### src/rtl/mips_multicycle.sv
// Multicycle MIPS subset core sharing one memory port for fetch and data.
// Ports: clk/rst, mem_* request/response port, retire/halted/pc_out/mips_out status.
module mips_multicycle #(
   parameter int                ADDR_W   = 32,
   parameter logic [ADDR_W-1:0] RESET_PC = '0
) (
   input  logic              clk,
   input  logic              rst,
   output logic              mem_req,
   output logic              mem_we,
   output logic [ADDR_W-1:0] mem_addr,
   output logic [31:0]       mem_wdata,
   input  logic [31:0]       mem_rdata,
   input  logic              mem_ready,
   output logic              retire,
   output logic              halted,
   output logic [ADDR_W-1:0] pc_out,
   output logic              mips_out
);

   typedef enum logic [2:0] {
      S_FETCH, S_DECODE, S_EXEC, S_MEM, S_WB, S_HALT
   } state_t;

   localparam logic [5:0] OP_R    = 6'h00;
   localparam logic [5:0] OP_J    = 6'h02;
   localparam logic [5:0] OP_BEQ  = 6'h04;
   localparam logic [5:0] OP_ADDI = 6'h08;
   localparam logic [5:0] OP_SLTI = 6'h0A;
   localparam logic [5:0] OP_ANDI = 6'h0C;
   localparam logic [5:0] OP_ORI  = 6'h0D;
   localparam logic [5:0] OP_LW   = 6'h23;
   localparam logic [5:0] OP_SW   = 6'h2B;
   localparam logic [5:0] OP_HALT = 6'h3F;

   localparam logic [5:0] F_ADD = 6'h20;
   localparam logic [5:0] F_SUB = 6'h22;
   localparam logic [5:0] F_AND = 6'h24;
   localparam logic [5:0] F_OR  = 6'h25;
   localparam logic [5:0] F_SLT = 6'h2A;

   state_t            state_q, state_d;
   logic [ADDR_W-1:0] pc_q, pc_d;
   logic [31:0]       ir_q, ir_d;
   logic [31:0]       a_q, a_d;
   logic [31:0]       b_q, b_d;
   logic [31:0]       imm_q, imm_d;
   logic [31:0]       alu_q, alu_d;
   logic [31:0]       mdr_q, mdr_d;
   logic              zero_q, zero_d;

   logic [31:0] rf_q [32];
   logic        rf_we;
   logic [4:0]  rf_waddr;
   logic [31:0] rf_wdata;

   logic [5:0]  op, funct;
   logic [4:0]  rs, rt, rd;
   logic [31:0] alu_y;
   logic        alu_ok;
   logic [31:0] pcx, jt;

   assign op    = ir_q[31:26];
   assign rs    = ir_q[25:21];
   assign rt    = ir_q[20:16];
   assign rd    = ir_q[15:11];
   assign funct = ir_q[5:0];

   // Jump keeps the top nibble of the already-incremented PC.
   assign pcx = 32'(pc_q);
   assign jt  = (pcx & 32'hF000_0000) | {4'b0, ir_q[25:0], 2'b00};

   always_comb begin
      alu_y  = '0;
      alu_ok = 1'b0;
      case (op)
         OP_R: begin
            alu_ok = 1'b1;
            case (funct)
               F_ADD:   alu_y = a_q + b_q;
               F_SUB:   alu_y = a_q - b_q;
               F_AND:   alu_y = a_q & b_q;
               F_OR:    alu_y = a_q | b_q;
               F_SLT:   alu_y = {31'b0, $signed(a_q) < $signed(b_q)};
               default: alu_ok = 1'b0;
            endcase
         end
         OP_ADDI: begin
            alu_ok = 1'b1;
            alu_y  = a_q + imm_q;
         end
         OP_SLTI: begin
            alu_ok = 1'b1;
            alu_y  = {31'b0, $signed(a_q) < $signed(imm_q)};
         end
         OP_ANDI: begin
            alu_ok = 1'b1;
            alu_y  = a_q & imm_q;
         end
         OP_ORI: begin
            alu_ok = 1'b1;
            alu_y  = a_q | imm_q;
         end
         OP_LW, OP_SW: alu_y = a_q + imm_q;
         default: alu_y = '0;
      endcase
   end

   always_comb begin
      state_d   = state_q;
      pc_d      = pc_q;
      ir_d      = ir_q;
      a_d       = a_q;
      b_d       = b_q;
      imm_d     = imm_q;
      alu_d     = alu_q;
      mdr_d     = mdr_q;
      zero_d    = zero_q;
      mem_req   = 1'b0;
      mem_we    = 1'b0;
      mem_addr  = pc_q;
      mem_wdata = b_q;
      retire    = 1'b0;
      rf_we     = 1'b0;
      rf_waddr  = (op == OP_R) ? rd : rt;
      rf_wdata  = (op == OP_LW) ? mdr_q : alu_q;
      case (state_q)
         S_FETCH: begin
            mem_req = 1'b1;
            if (mem_ready) begin
               ir_d    = mem_rdata;
               pc_d    = pc_q + ADDR_W'(4);
               state_d = S_DECODE;
            end
         end
         S_DECODE: begin
            a_d = (rs == 5'd0) ? '0 : rf_q[rs];
            b_d = (rt == 5'd0) ? '0 : rf_q[rt];
            if (op == OP_ANDI || op == OP_ORI)
               imm_d = {16'b0, ir_q[15:0]};
            else
               imm_d = {{16{ir_q[15]}}, ir_q[15:0]};
            state_d = S_EXEC;
         end
         S_EXEC: begin
            alu_d  = alu_y;
            zero_d = (alu_y == '0);
            case (op)
               OP_BEQ: begin
                  zero_d = (a_q == b_q);
                  if (a_q == b_q)
                     pc_d = pc_q + ADDR_W'(imm_q << 2);
                  retire  = 1'b1;
                  state_d = S_FETCH;
               end
               OP_J: begin
                  pc_d    = jt[ADDR_W-1:0];
                  retire  = 1'b1;
                  state_d = S_FETCH;
               end
               OP_HALT: begin
                  retire  = 1'b1;
                  state_d = S_HALT;
               end
               OP_LW, OP_SW: state_d = S_MEM;
               default: begin
                  if (alu_ok) begin
                     state_d = S_WB;
                  end else begin
                     retire  = 1'b1;
                     state_d = S_FETCH;
                  end
               end
            endcase
         end
         S_MEM: begin
            mem_req  = 1'b1;
            mem_addr = {alu_q[ADDR_W-1:2], 2'b00};
            mem_we   = (op == OP_SW);
            if (mem_ready) begin
               if (op == OP_SW) begin
                  retire  = 1'b1;
                  state_d = S_FETCH;
               end else begin
                  mdr_d   = mem_rdata;
                  state_d = S_WB;
               end
            end
         end
         S_WB: begin
            rf_we   = (rf_waddr != 5'd0);
            retire  = 1'b1;
            state_d = S_FETCH;
         end
         default: state_d = S_HALT;
      endcase
      // Reset suppresses every externally visible action right away.
      if (rst) begin
         mem_req = 1'b0;
         mem_we  = 1'b0;
         retire  = 1'b0;
         rf_we   = 1'b0;
      end
   end

   always_ff @(posedge clk) begin
      if (rst) begin
         state_q <= S_FETCH;
         pc_q    <= RESET_PC;
         zero_q  <= 1'b0;
      end else begin
         state_q <= state_d;
         pc_q    <= pc_d;
         zero_q  <= zero_d;
      end
   end

   always_ff @(posedge clk) begin
      ir_q  <= ir_d;
      a_q   <= a_d;
      b_q   <= b_d;
      imm_q <= imm_d;
      alu_q <= alu_d;
      mdr_q <= mdr_d;
      if (rf_we)
         rf_q[rf_waddr] <= rf_wdata;
   end

   assign halted   = (state_q == S_HALT);
   assign pc_out   = pc_q;
   assign mips_out = zero_q;

endmodule

### config.mk
export PLATFORM = sky130hd
export DESIGN_NAME = mips_multicycle
export DESIGN_NICKNAME = d
export VERILOG_FILES = /design/src/rtl/mips_multicycle.sv
export SDC_FILE = /design/constraint.sdc
export NUM_CORES = 2
export LEC_CHECK = 0
export ABC_AREA = 0
export CAP_MARGIN = 10
export CORE_AREA = 4 4 308 370
export DETAILED_ROUTE_END_ITERATION = 8
export DIE_AREA = 0 0 312 374
export PLACE_DENSITY = 0.77
export SLEW_MARGIN = 20
export SYNTH_ARGS = -nofsm -noshare
export SYNTH_HDL_FRONTEND = slang
export SYNTH_SLANG_ARGS = --single-unit
### constraint.sdc
create_clock -name clk -period 11.5 [get_ports clk]
set_input_delay 2.3 -clock clk [delete_from_list [all_inputs] [get_ports clk]]
set_output_delay 2.3 -clock clk [all_outputs]
set_load 0.02 [all_outputs]
# After elaboration in Yosys (flattened, before gate mapping)

Memory sizes are Yosys's and may differ from the RTL's. A register that Yosys moved wholly into a read port is not among the register bits.
Cells that the tools add are included.

Add/subtract/negate cells: 5
Multipliers: 0
Divide/modulo/power cells: 0
Order comparisons: 2
Equal/unequal tests: 24
Shift-type cells: 0
Multiplexer cells: 32
Bitwise logic cells: 6
Reduce and logical (&&, ||, !) cells: 19

Operators with widths:

| operator                                                        | count |
|---|---|
| 32-bit one-hot mux with 5 select lines                          | 2 |
| 32-bit 2-to-1 mux                                               | 4 |
| 32-bit one-hot mux with 2 select lines                          | 2 |
| 32-bit adder                                                    | 3 |
| 32-bit bitwise AND                                              | 2 |
| 32-bit bitwise OR                                               | 2 |
| 6-bit == test, second input constant                            | 8 |
| 32-bit by 3-bit adder with 32-bit output, second input constant | 1 |
| 32-bit == test                                                  | 1 |
| 32-bit logical NOT                                              | 1 |
| 32-bit by 17-bit less-than comparator with 1-bit output         | 1 |
| 32-bit less-than comparator                                     | 1 |
| 32-bit by 28-bit bitwise OR with 32-bit output                  | 1 |
| 32-bit subtractor                                               | 1 |
| 6-bit by 4-bit == test with 1-bit output, second input constant | 4 |
| 3-bit one-hot mux with 5 select lines                           | 1 |
| 1-bit 2-to-1 mux                                                | 14 |
| 3-bit 2-to-1 mux                                                | 4 |
| 5-bit logical NOT                                               | 2 |
| 3-bit one-hot mux with 3 select lines                           | 1 |
| 3-bit by 2-bit == test with 1-bit output, second input constant | 2 |
| 3-bit == test, second input constant                            | 2 |
| 6-bit by 2-bit == test with 1-bit output, second input constant | 1 |
| 6-bit by 3-bit == test with 1-bit output, second input constant | 1 |
| other kinds (19)                                                | 26 |

Bits in registers: 149
Latch bits: 0
Memory bits (writable): 1024
ROM bits: 0
Input port bits: 35
Output and inout port bits: 101
Logic and storage cells: 97
Memories kept: 1

Memories:

| memory | words | width | read ports | clocked after Yosys merged registers in | write ports | RTL line | text |
|---|---|---|---|---|---|---|---|
| rf_q   | 32    | 32    | 2          | 2                                       | 1           | 52       | `logic [31:0] rf_q [32];` |

# Longest topological paths before layout

Depth in word-level cells: 8
Mapped depth: 16

# Worst setup path after synthesis

No wires, ideal clock.

Kind: input-to-reg
From: input port rst
To: memory rf_q[4][0] (enable)
Arrival: 5.062 ns
Slack: 5.970 ns
Stages on the path: 2
Path buffers: 0
Cell sequence: nor3_1 nor3b_1

Longest elaborated chain between the ends: 3

RTL lines:

| item                                   | RTL line | text |
|---|---|---|
| from (decl)                            | 8        | `input logic rst,` |
| 1-bit 2-to-1 mux                       | 198      | `if (rst) begin` |
| 1-bit 2-to-1 mux                       | 225      | `if (rf_we)` |
| 1-bit 2-to-1 mux (not written as such) | 226      | `rf_q[rf_waddr] <= rf_wdata;` |
| to (decl)                              | 52       |  |

No other way between the ends.

# Final worst setup path

From: input port mem_ready
To: output port retire

Longest elaborated chain between the ends: 3

RTL lines:

| item                                  | RTL line | text |
|---|---|---|
| from (decl)                           | 14       | `input logic mem_ready,` |
| 1-bit 2-to-1 mux                      | 180      | `if (mem_ready) begin` |
| 1-bit one-hot mux with 3 select lines | 127      | `case (state_q)` |
| 1-bit 2-to-1 mux                      | 198      |  |
| to (decl)                             | 15       | `output logic retire,` |

No other way between the ends.

==> metrics <==
placed cell area=69000 um2; # placed instances=5646; Fmax=0.154 GHz; Mapped Cells=4231; Resize count post-CTS=0; Clock power frac=0.356; multi-input logic area=27800 um2; Internal Pwr Total=7980 uW; async set-or-reset flop fraction in the synthesized netlist=0; Yosys cell types=98; Worst Path Arrival=roughly 4200 ps; largest family of logic cells by synthesized area=multiplexers; area share of the largest cell type after synthesis=0.548; Max clock buf depth=3; status=complete, no violations; Rel. slew slack=0.200; CP endpoint=retire; period utilisation layout=0.566; DRC violations left=0; reg2reg path depth=16; FF-to-FF End=mips_out; worst-skew pair later-pin latency=770 ps; FF+latch count, synth=1235; PnR worst setup slack=5000 ps; most common cell in the synthesized netlist=edfxtp_1; CP Depth=6; simple-gate share of the synthesized area=0.0602; Post-Place Worst Slack=about 5000 ps; post-route insts no fill=a little under 6000; WP buf/inv=2; Leak=about 0.024 uW; die area=117000 um2; routed len/inst=37.8 um; setup violators final=0; worst hold path class=register to register; maxcap violations=0; vias in the first global route=around 44000; final-layout fill cell count=7377; share of power burned in registers=0.464; Cell Rows=134; pwr dens=152 nW/um2; IO Count=approximately 140; register area share after synthesis=0.559; crit path kind=input port to output pin; Syn Area/Cell=15.5 um2; Synth-to-Final Area Change=10.8%; antenna violations before repair=10; Post-synth top flop=edfxtp_1; EDFF count, synth=1201; clock sink count=1235; Synth Warn #=0; final net count=between 4000 and 5000; Reg2Reg Launch Point=imm_q[16]; Peak VDD IR=128 uV; layout cell share with drive strength beyond 1=0.230; TritonCTS buffer count=118; Slew @ Worst Pin=approximately 1200 ps; Die X=about 310 um; largest net degree at the start of global routing=151; slowest stage cell, crit path=clkdlybuf4s50_1; Switch Pwr=3110 uW; most used cell, CP=clkdlybuf4s50_1; total grt overflow=0; 1st-pass router iterations=8; routed vias=43600; DR iter-0 viols=6371; RSZ-0062 raised after global routing=no; Max Slew Vio Count=0; Synth area leaders=edfxtp_1, mux4_2, ha_1; CTS tree=yes; CP endpoint kind=output pin; register area=36700 um2; Worst-path clk slew=70 ps; Hold-fix buffers, CTS=0; critical path startpoint=mem_ready; Setup crit start kind=input port; adder-cell area share of the yosys netlist=0.0455; final setup TNS=0 ps; first-pass GRT wire length=318000 um; All-Layer GR Usage=0.381; post-synth top area cell=edfxtp_1; CP Cell Sequence=clkdlybuf4s50_1 -> nand2_1 -> o32ai_1 -> a31oi_1 -> nor2_1 -> clkdlybuf4s50_1; post-route cell area=72900 um2; postcts setup bufs=0; total power=11100 uW; Clock Skews=47.1 ps; H-tree Lvls=3; Compound-Gate Fraction of Synth Area=0.0706; Tmin final=6500 ps; Die H=374 um; Post-DRT Antenna Nets=0; Placer Congestion=1.01; post-synthesis mux area share=0.231; sw frac=0.280; root buf cell=clkbuf_16; Comb pwr share=0.180; crit-path max FO=6; synth cell count leaders=edfxtp_1, mux4_2, nand2_1; Starting Density=0.594; Mapped Area=65800 um2; DPL Wire Length=around 140000 um; core box area=111000 um2; Fin. Hold Viols=0; WP data required=9200 ps; reg2reg setup slack=~6000 ps; Port-buffer cells=between 100 and 150; WL final=222000 um; cell family with most CP delay=buffers and inverters; Worst path max stage delay=630 ps; Vias/cell=~7.4; Synth Area in XOR/XNOR=0.00919
## worst min path at each step
stage,start,end,slack [ps],cells past startpoint
floorplan,ir_q[10],imm_q[10],430,0
global placement,ir_q[9],imm_q[9],510,0
detailed placement,ir_q[9],imm_q[9],490,0
CTS,ir_q[9],imm_q[9],520,0
global route,ir_q[9],imm_q[9],550,0
finish,ir_q[9],imm_q[9],520,0
## cell type report
class | instances | share of cell area
repair buffers | 225 | 0.0289
clock buffers | 141 | 0.0420
flip-flops and latches | 1235 | 0.504
well taps | 1428 | 0.0245
clock inverters | 81 | 0.0112
diodes | 2 | 0.0000686
multi-input cells | 2610 | 0.382
inverters | 148 | 0.00769
## cells in the final DEF (no fill, tap or decap), types with 20 or more instances in the layout
| cell type | n |
|---|---|
| a21oi_1 | 210 |
| inv_1 | 144 |
| xor2_1 | 22 |
| clkdlybuf4s50_1 | 131 |
| dfxtp_1 | 34 |
| buf_4 | 87 |
| o221ai_1 | 21 |
| xnor2_1 | 47 |
| ha_1 | 233 |
| o31ai_1 | 26 |
| nand2_1 | 297 |
| a31oi_1 | 26 |
| nor3_1 | 39 |
| nor2b_1 | 21 |
| conb_1 | 36 |
| a221oi_1 | 20 |
| a211oi_1 | 31 |
| nand4_1 | 24 |
| nor2_4 | 33 |
| nand3_1 | 52 |
| clkinv_2 | 22 |
| nand2b_1 | 27 |
| nor2_1 | 215 |
| edfxtp_1 | 1201 |
| mux4_2 | 640 |
| and3_1 | 30 |
| o21ai_0 | 141 |
| a21o_1 | 33 |
| o21a_1 | 21 |
| clkbuf_16 | 119 |
| mux2i_1 | 41 |
| mux2_2 | 33 |
| clkbuf_1 | 22 |
| clkinv_1 | 24 |
| o211ai_1 | 25 |
## metal layers
metal	up-vias	part of all wire	GRT usage	wire length (um)
met5	-	0.00024	0	53
met4	8	0.075	0.232	16600
met3	746	0.11	0.0896	24900
met2	3350	0.48	0.617	107000
met1	22100	0.33	0.470	73200
li1	17400	-	-	-
## per-stage QoR
stage / hold WS [ps] / utilization
2_1_floorplan: 426 / -
3_3_place_gp: 506 / 0.624
3_5_place_dp: 492 / 0.624
4_1_cts: 524 / 0.659
5_1_grt: 549 / 0.659
6_report: 522 / 0.659
## registers in the layout, indices dropped and copies added, names as in the netlist
signal and cells:
rf_q 1024, a_q 32, alu_q 32, ir_q 32
mdr_q 32, mem_wdata 32, pc_out 30, imm_q 17
state_q 3, mips_out 1
## kinds of logic after synthesis
| family | Yosys count |
|---|---|
| compound gates | 702 |
| fa+ha+maj | 237 |
| simple gates | 851 |
| other cells | 1 |
| xor+xnor | 69 |
| mux | 715 |
| buf+inv | 421 |
| flops | 1235 |
## power by group through the flow
stage,Clock (uW),Combinational [uW],Sequential (uW)
after floorplan,0,1310,5190
after global placement,0,1920,5240
after detailed placement,0,1930,5240
after CTS,3970,1960,5150
after global routing,4190,2100,5150
final,3950,1990,5150
Power figures use the tool's default switching activity.
